$ cat src/rtl/btisa_decode_exec.sv
// BTISA v0.1 registered decode/execute slice between ID and WB.
// Decodes one 9-trit instruction, runs the balanced-ternary ALU and PC adders.
module btisa_decode_exec #(
    parameter int TRIT_WIDTH = 27
) (
    input  logic                    clk,
    input  logic                    rst_n,
    input  logic                    in_valid,
    input  logic [17:0]             instr,
    input  logic [2*TRIT_WIDTH-1:0] rs1_data,
    input  logic [2*TRIT_WIDTH-1:0] rs2_data,
    input  logic [15:0]             pc,
    output logic                    out_valid,
    output logic [3:0]              rd,
    output logic [3:0]              rs1,
    output logic [3:0]              rs2_imm,
    output logic                    reg_write,
    output logic                    mem_read,
    output logic                    mem_write,
    output logic                    branch,
    output logic                    jump,
    output logic                    alu_src,
    output logic                    halt,
    output logic                    take_branch,
    output logic [2:0]              alu_op,
    output logic [2*TRIT_WIDTH-1:0] alu_result,
    output logic [1:0]              alu_carry,
    output logic                    zero_flag,
    output logic                    neg_flag,
    output logic [15:0]             pc_plus_one,
    output logic [15:0]             branch_target
);
    localparam int W = 2 * TRIT_WIDTH;

    typedef logic signed [4:0] tval_t;

    function automatic tval_t tv(input logic [1:0] t);
        unique case (t)
            2'b01:   return 5'sd1;
            2'b10:   return -5'sd1;
            default: return 5'sd0;
        endcase
    endfunction

    function automatic logic [1:0] te(input tval_t v);
        if (v > 5'sd0) return 2'b01;
        if (v < 5'sd0) return 2'b10;
        return 2'b00;
    endfunction

    // Full adder: returns {carry, sum}
    function automatic logic [3:0] fa(
        input logic [1:0] a,
        input logic [1:0] b,
        input logic [1:0] c
    );
        tval_t s;
        s = tv(a) + tv(b) + tv(c);
        if (s > 5'sd1) return {2'b01, te(s - 5'sd3)};
        if (s < -5'sd1) return {2'b10, te(s + 5'sd3)};
        return {2'b00, te(s)};
    endfunction

    tval_t      w_opv;
    logic       w_reg_write;
    logic       w_mem_read;
    logic       w_mem_write;
    logic       w_branch;
    logic       w_jump;
    logic       w_alu_src;
    logic       w_halt;
    logic [2:0] w_alu_op;

    assign w_opv = 5'sd9 * tv(instr[17:16])
                 + 5'sd3 * tv(instr[15:14])
                 + tv(instr[13:12]);

    always_comb begin
        w_reg_write = 1'b0;
        w_mem_read  = 1'b0;
        w_mem_write = 1'b0;
        w_branch    = 1'b0;
        w_jump      = 1'b0;
        w_alu_src   = 1'b0;
        w_halt      = 1'b0;
        w_alu_op    = 3'b000;
        unique case (1'b1)
            (w_opv == 5'sd1): w_reg_write = 1'b1;
            (w_opv == 5'sd2): begin
                w_reg_write = 1'b1;
                w_alu_op    = 3'b001;
            end
            (w_opv == 5'sd3): begin
                w_reg_write = 1'b1;
                w_alu_op    = 3'b010;
            end
            (w_opv == 5'sd4): begin
                w_reg_write = 1'b1;
                w_alu_op    = 3'b011;
            end
            (w_opv == 5'sd5): begin
                w_reg_write = 1'b1;
                w_alu_op    = 3'b100;
            end
            (w_opv == 5'sd6): begin
                w_reg_write = 1'b1;
                w_alu_op    = 3'b101;
            end
            (w_opv == 5'sd7): begin
                w_reg_write = 1'b1;
                w_alu_op    = 3'b110;
            end
            (w_opv == 5'sd8): begin
                w_reg_write = 1'b1;
                w_alu_src   = 1'b1;
            end
            (w_opv == -5'sd1): begin
                w_reg_write = 1'b1;
                w_mem_read  = 1'b1;
                w_alu_src   = 1'b1;
            end
            (w_opv == -5'sd2): begin
                w_mem_write = 1'b1;
                w_alu_src   = 1'b1;
            end
            (w_opv == -5'sd3): begin
                w_branch = 1'b1;
                w_alu_op = 3'b001;
            end
            (w_opv == -5'sd4):  w_jump = 1'b1;
            (w_opv == -5'sd13): w_halt = 1'b1;
            default: ;
        endcase
    end

    logic [W-1:0] w_imm_pad;
    logic [15:0]  w_imm8;
    logic [W-1:0] w_a;
    logic [W-1:0] w_b;
    logic [W-1:0] w_bx;
    logic [W-1:0] w_sum;
    logic [W-1:0] w_res;
    logic [1:0]   w_cout;
    logic [1:0]   w_carry;
    logic         w_zero;
    logic         w_neg;

    // Balanced ternary needs no sign extension: padding with 0 trits keeps the value
    assign w_imm_pad = {{(W-4){1'b0}}, instr[3:0]};
    assign w_imm8    = {12'b0, instr[3:0]};

    always_comb begin
        logic [1:0] c;
        w_a  = '0;
        w_b  = '0;
        w_bx = '0;
        for (int i = 0; i < TRIT_WIDTH; i++) begin
            w_a[2*i +: 2] = te(tv(rs1_data[2*i +: 2]));
            w_b[2*i +: 2] = w_alu_src ? te(tv(w_imm_pad[2*i +: 2]))
                                      : te(tv(rs2_data[2*i +: 2]));
            w_bx[2*i +: 2] = (w_alu_op == 3'b001) ? te(-tv(w_b[2*i +: 2]))
                                                  : w_b[2*i +: 2];
        end
        c     = 2'b00;
        w_sum = '0;
        for (int i = 0; i < TRIT_WIDTH; i++)
            {c, w_sum[2*i +: 2]} = fa(w_a[2*i +: 2], w_bx[2*i +: 2], c);
        w_cout = c;
    end

    always_comb begin
        w_res   = w_sum;
        w_carry = 2'b00;
        unique case (w_alu_op)
            3'b000, 3'b001: w_carry = w_cout;
            3'b010: begin
                for (int i = 0; i < TRIT_WIDTH; i++)
                    w_res[2*i +: 2] = te(-tv(w_a[2*i +: 2]));
            end
            3'b011: begin
                for (int i = 0; i < TRIT_WIDTH; i++)
                    w_res[2*i +: 2] = (tv(w_a[2*i +: 2]) < tv(w_b[2*i +: 2]))
                                    ? w_a[2*i +: 2] : w_b[2*i +: 2];
            end
            3'b100: begin
                for (int i = 0; i < TRIT_WIDTH; i++)
                    w_res[2*i +: 2] = (tv(w_a[2*i +: 2]) > tv(w_b[2*i +: 2]))
                                    ? w_a[2*i +: 2] : w_b[2*i +: 2];
            end
            3'b101: begin
                w_res   = {w_a[W-3:0], 2'b00};
                w_carry = w_a[W-1 -: 2];
            end
            3'b110: begin
                w_res   = {2'b00, w_a[W-1:2]};
                w_carry = w_a[1:0];
            end
            3'b111: w_res = w_b;
        endcase
    end

    // Scan upward so the most significant nonzero trit decides the sign
    always_comb begin
        w_zero = (w_res == '0);
        w_neg  = 1'b0;
        for (int i = 0; i < TRIT_WIDTH; i++)
            if (w_res[2*i +: 2] != 2'b00)
                w_neg = (w_res[2*i +: 2] == 2'b10);
    end

    logic [15:0] w_pc1;
    logic [15:0] w_bt;

    always_comb begin
        logic [1:0] c1;
        logic [1:0] c2;
        c1    = 2'b01;
        c2    = 2'b00;
        w_pc1 = '0;
        w_bt  = '0;
        for (int i = 0; i < 8; i++) begin
            {c1, w_pc1[2*i +: 2]} = fa(pc[2*i +: 2], 2'b00, c1);
            {c2, w_bt[2*i +: 2]}  = fa(pc[2*i +: 2], w_imm8[2*i +: 2], c2);
        end
    end

    logic         r_out_valid;
    logic [3:0]   r_rd;
    logic [3:0]   r_rs1;
    logic [3:0]   r_rs2_imm;
    logic         r_reg_write;
    logic         r_mem_read;
    logic         r_mem_write;
    logic         r_branch;
    logic         r_jump;
    logic         r_alu_src;
    logic         r_halt;
    logic         r_take_branch;
    logic [2:0]   r_alu_op;
    logic [W-1:0] r_alu_result;
    logic [1:0]   r_alu_carry;
    logic         r_zero_flag;
    logic         r_neg_flag;
    logic [15:0]  r_pc_plus_one;
    logic [15:0]  r_branch_target;

    always_ff @(posedge clk or negedge rst_n) begin
        if (!rst_n) begin
            r_out_valid     <= 1'b0;
            r_rd            <= '0;
            r_rs1           <= '0;
            r_rs2_imm       <= '0;
            r_reg_write     <= 1'b0;
            r_mem_read      <= 1'b0;
            r_mem_write     <= 1'b0;
            r_branch        <= 1'b0;
            r_jump          <= 1'b0;
            r_alu_src       <= 1'b0;
            r_halt          <= 1'b0;
            r_take_branch   <= 1'b0;
            r_alu_op        <= '0;
            r_alu_result    <= '0;
            r_alu_carry     <= '0;
            r_zero_flag     <= 1'b0;
            r_neg_flag      <= 1'b0;
            r_pc_plus_one   <= '0;
            r_branch_target <= '0;
        end else begin
            r_out_valid   <= in_valid;
            r_reg_write   <= in_valid & w_reg_write;
            r_mem_read    <= in_valid & w_mem_read;
            r_mem_write   <= in_valid & w_mem_write;
            r_branch      <= in_valid & w_branch;
            r_jump        <= in_valid & w_jump;
            r_halt        <= in_valid & w_halt;
            r_take_branch <= in_valid & w_branch & w_zero;
            if (in_valid) begin
                r_rd            <= instr[11:8];
                r_rs1           <= instr[7:4];
                r_rs2_imm       <= instr[3:0];
                r_alu_src       <= w_alu_src;
                r_alu_op        <= w_alu_op;
                r_alu_result    <= w_res;
                r_alu_carry     <= w_carry;
                r_zero_flag     <= w_zero;
                r_neg_flag      <= w_neg;
                r_pc_plus_one   <= w_pc1;
                r_branch_target <= w_bt;
            end
        end
    end

    assign out_valid     = r_out_valid;
    assign rd            = r_rd;
    assign rs1           = r_rs1;
    assign rs2_imm       = r_rs2_imm;
    assign reg_write     = r_reg_write;
    assign mem_read      = r_mem_read;
    assign mem_write     = r_mem_write;
    assign branch        = r_branch;
    assign jump          = r_jump;
    assign alu_src       = r_alu_src;
    assign halt          = r_halt;
    assign take_branch   = r_take_branch;
    assign alu_op        = r_alu_op;
    assign alu_result    = r_alu_result;
    assign alu_carry     = r_alu_carry;
    assign zero_flag     = r_zero_flag;
    assign neg_flag      = r_neg_flag;
    assign pc_plus_one   = r_pc_plus_one;
    assign branch_target = r_branch_target;

endmodule

$ cat config.mk
export PLATFORM = sky130hd
export DESIGN_NAME = btisa_decode_exec
export DESIGN_NICKNAME = d
export VERILOG_FILES = /design/src/rtl/btisa_decode_exec.sv
export SDC_FILE = /design/constraint.sdc
export NUM_CORES = 1
export LEC_CHECK = 0
export ABC_AREA = 1
export CAP_MARGIN = 0
export CORE_UTILIZATION = 40
export CTS_BUF_LIST = sky130_fd_sc_hd__clkbuf_16
export DETAILED_ROUTE_END_ITERATION = 16
export SYNTH_ARGS = -nofsm -noshare
export SYNTH_HDL_FRONTEND = slang
export SYNTH_SLANG_ARGS = --single-unit
$ cat constraint.sdc
create_clock -name clk -period 0.8 [get_ports clk]
set_input_delay 0.2 -clock clk [delete_from_list [all_inputs] [get_ports clk]]
set_output_delay 0.2 -clock clk [all_outputs]
set_load 0.02 [all_outputs]
==> impl_metrics.py <==
metrics = {
    "synthesis": {
        "syn_area_per_cell_um2": 6.97,
        "synthArstFlopShare_pct": 100,
        "syn-cell-area_um2": 21000,
        "synth-main-ff-cell": "dfrtp_1",
        "ys_ff_latch": 114,
        "syn-num-nets": 3650,
        "syn_inst": 3015,
        "synth.distinct_cells": 64,
        "synth_edf_count": 0,
        "seq_area_frac_synth_pct": 13.6,
        "yosysWarningCount": 0,
    },
    "sta": {
        "setup_viol": 214,
        "layout_min_cycle_time_ns": 43.62,
        "worst_slew_pin_slew_ns": 0.700,
        "fmax_ghz": 0.0229,
        "clock_skew_ns": 0,
        "rsz0062_at_grt": "true",
        "worst_slack_ns": -42.82,
        "fin_crit_sh_pct": 5450,
        "slew_headroom_pct": 53.0,
        "holdWs_ns": 0.126,
        "hold_violations": 0,
        "finalMaxSlewViolations": 0,
    },
    "place": {
        "hpwl_mm": 61.0,
        "gp_congestion": 0.947,
        "io_buffers": 258,
    },
    "global_route": {
        "overflow": 0,
        "antenna_found_initial": 1,
        "grt_use_total_pct": 28.2,
        "grt_pass1_wl_mm": 120,
        "grt_start_max_net_pins": 53,
        "grt_pass1_vias": 24200,
    },
    "layout": {
        "syn2layout_area_growth_pct": 58.8,
        "multi_input_comb_area_um2": 17300,
        "final_nets": 4643,
        "nFillCells": 4336,
        "drive_gt1_share_pct": 35.5,
        "seq_area_um2": 2860,
    },
    "worst_setup_path": {
        "cp_common_cell": "fa_1",
        "worstPathMaxFanout": 4,
        "critPathCaptureType": "register",
        "cp.required_ns": 1.20,
        "startpoint_type": "input port",
        "slowest_delay_ns": 0.61,
        "path_class": "input port to register",
        "cp.arrival_ns": 44.02,
        "critPathSlowestCell": "fa_2",
    },
    "outcome": {
        "outcome": "finished with violations",
        "violations": "setup timing",
    },
    "cts": {
        "clock_sinks": 114,
        "h-tree-depth": 4,
        "root_buffer": "clkbuf_16",
        "cts_tree": "yes",
        "path_clk_slew_ns": 0.07,
        "cts_buffers": 17,
        "insertion_delay_ns": 0.48,
        "clk_path_buf_depth": 2,
    },
    "drt": {
        "drt.antenna.violating_nets": 0,
        "totalWireLength_mm": 77.5,
        "wire_per_inst_um": 16.5,
        "drc": 0,
        "route.detailed.vias_per_inst": 5.09,
        "dr.pass1.iters": 7,
        "initialDrtViolationCount": 1451,
        "routed-via-count": 23900,
    },
    "hold_path": {
        "hold_path_class": "input port to asynchronous set/reset pin",
    },
    "floorplanning": {
        "start_util_pct": 40.7,
        "rows": 83,
        "fp.dieW_um": 231,
        "ioPinCount": 259,
        "die_y_um": 231,
        "die_area_um2": 53400,
        "core_area_um2": 51600,
    },
    "flow_run": {
        "cap_violations": 0,
    },
}
-- cells in the final DEF (no fill, tap or decap), types with 33 or more instances in the layout --
| cell | count |
|---|---|
| buf_4 | 716 |
| inv_1 | 621 |
| nand2_1 | 456 |
| ha_1 | 283 |
| clkdlybuf4s50_1 | 231 |
| o21ai_0 | 177 |
| a21oi_1 | 160 |
| nor2_1 | 149 |
| dfrtp_1 | 110 |
| nand3_1 | 97 |
| inv_2 | 96 |
| fa_1 | 77 |
| o21ai_2 | 71 |
| buf_6 | 70 |
| o21ai_1 | 69 |
| nand2_2 | 53 |
| ha_4 | 49 |
| fa_2 | 48 |
| nand3_2 | 43 |
| ha_2 | 33 |
-- per-stage QoR --
step / area [um^2] / worst slack (ns) / instances / TNS [ns] / util (%)
6_report: 33400 / -42.82 / 4702 / -1766.80 / 64.6
5_1_grt: 33400 / -44.61 / 4702 / -1844.63 / 64.6
4_1_cts: 31600 / -42.97 / 4657 / -1785.30 / 61.2
3_5_place_dp: 30600 / -45.00 / 4611 / -1860.19 / 59.3
3_3_place_gp: 30600 / -43.90 / 4611 / -1822.53 / 59.3
2_1_floorplan: 22200 / -42.42 / 3015 / -1663.48 / -
-- cell type report --
cell class / count / share of cell area (%)
timing repair buffer: 1044 / 26.6
clock buffer: 17 / 1.28
antenna: 1 / 0.00750
multi-input combinational: 2093 / 51.8
inverter: 738 / 8.59
sequential: 114 / 8.57
clock inverter: 15 / 0.533
tap: 680 / 2.55
-- Yosys cell counts, types with 3 or more instances --
| cell | instances | share of area, % |
|---|---|---|
| a22oi_1 | 21 | 0.75 |
| dfrtp_1 | 114 | 14 |
| ha_1 | 365 | 22 |
| nor2_1 | 173 | 3.1 |
| o2111ai_1 | 8 | 0.33 |
| a21oi_1 | 198 | 4.7 |
| a211oi_1 | 7 | 0.25 |
| o21ai_1 | 18 | 0.43 |
| nand2_4 | 6 | 0.32 |
| nand2_1 | 509 | 9.1 |
| a221oi_1 | 14 | 0.58 |
| o311ai_0 | 4 | 0.17 |
| o21ai_0 | 304 | 7.2 |
| nand4_1 | 19 | 0.57 |
| nor3b_1 | 8 | 0.29 |
| nand3_2 | 25 | 1.2 |
| buf_4 | 3 | 0.11 |
| inv_1 | 722 | 13 |
| nor3_2 | 7 | 0.33 |
| o221ai_1 | 9 | 0.38 |
| o211ai_1 | 24 | 0.86 |
| a31oi_1 | 12 | 0.36 |
| inv_2 | 14 | 0.25 |
| fa_1 | 125 | 12 |
| nand3_1 | 117 | 2.8 |
| nand2_2 | 8 | 0.24 |
| clkbuf_1 | 41 | 0.73 |
| nor3_1 | 28 | 0.67 |
| a32o_1 | 9 | 0.43 |
| o31ai_1 | 10 | 0.36 |
| xor2_1 | 3 | 0.13 |
| buf_2 | 14 | 0.33 |
| o22ai_1 | 6 | 0.18 |
| or2_2 | 20 | 0.60 |
| buf_1 | 10 | 0.18 |
| nor4_1 | 4 | 0.12 |
-- critical path: cells and delay by family --
kind                       cells  cell delay (ns)
buffers and inverters         57             3.66
and+or+nand+nor               19             1.87
AOI/OAI and AO/OA             30             4.36
adders and majority gates     87            33.89
-- final timing paths --
check / startpoint / endpoint / slack, ns / cells after the start
max reg2reg: branch_target[11] / branch_target[11] / -0.11 / 3
min reg2reg: rd[2] / rd[2] / 0.47 / 2
max in group asynchronous: rst_n / neg_flag / 0.19 / 3
min: rst_n / alu_result[1] / 0.13 / 2
min in group clk: instr[0] / rs2_imm[0] / 0.16 / 5
max: instr[16] / take_branch / -42.82 / 193
-- kinds of logic (layout without fill, tap and decap cells) --
family | count (synthesis) | count (layout) | synth area share [%]
flip-flops | 114 | 114 | 13.6
XOR/XNOR | 4 | 4 | 0.167
AND/OR/NAND/NOR | 933 | 933 | 19.8
AO/OA/AOI/OAI | 666 | 666 | 18.1
buffers and inverters | 808 | 1814 | 14.7
adder cells (fa/ha/maj) | 490 | 490 | 33.7
other | 0 | 1 | 0
-- what timing repair did --
item / CTS / global route
buffers inserted: 13 / 52
cloned: 0 / 0
setup endpoints to repair: 216 / 214
pin swaps: 109 / 149
resized for setup: 110 / 440
endpoints found under the hold margin: 114 / 1
hold buffers: 1 / 1
-- sequential cells by signal, summed over array words and instances (netlist names) --
name,flops
mem_write,1
reg_write,1
neg_flag,1
zero_flag,1
alu_src,1
rd,4
alu_carry,2
rs1,4
mem_read,1
rs2_imm,4
pc_plus_one,16
branch_target,16
halt,1
jump,1
alu_op,3
branch,1
out_valid,1
take_branch,1
alu_result,54
-- layer usage --
metal  up-vias  wire (um)  global-route usage (%)
li1      11700          -                       -
met1     11400      32700                    35.2
met2       737      37700                    48.8
met3       149       4420                    4.54
met4         0       2640                    10.6
met5         -          0                       0
Power is not shown: default switching activity piles up to over one toggle a cycle in this logic, so the estimate is an artifact.
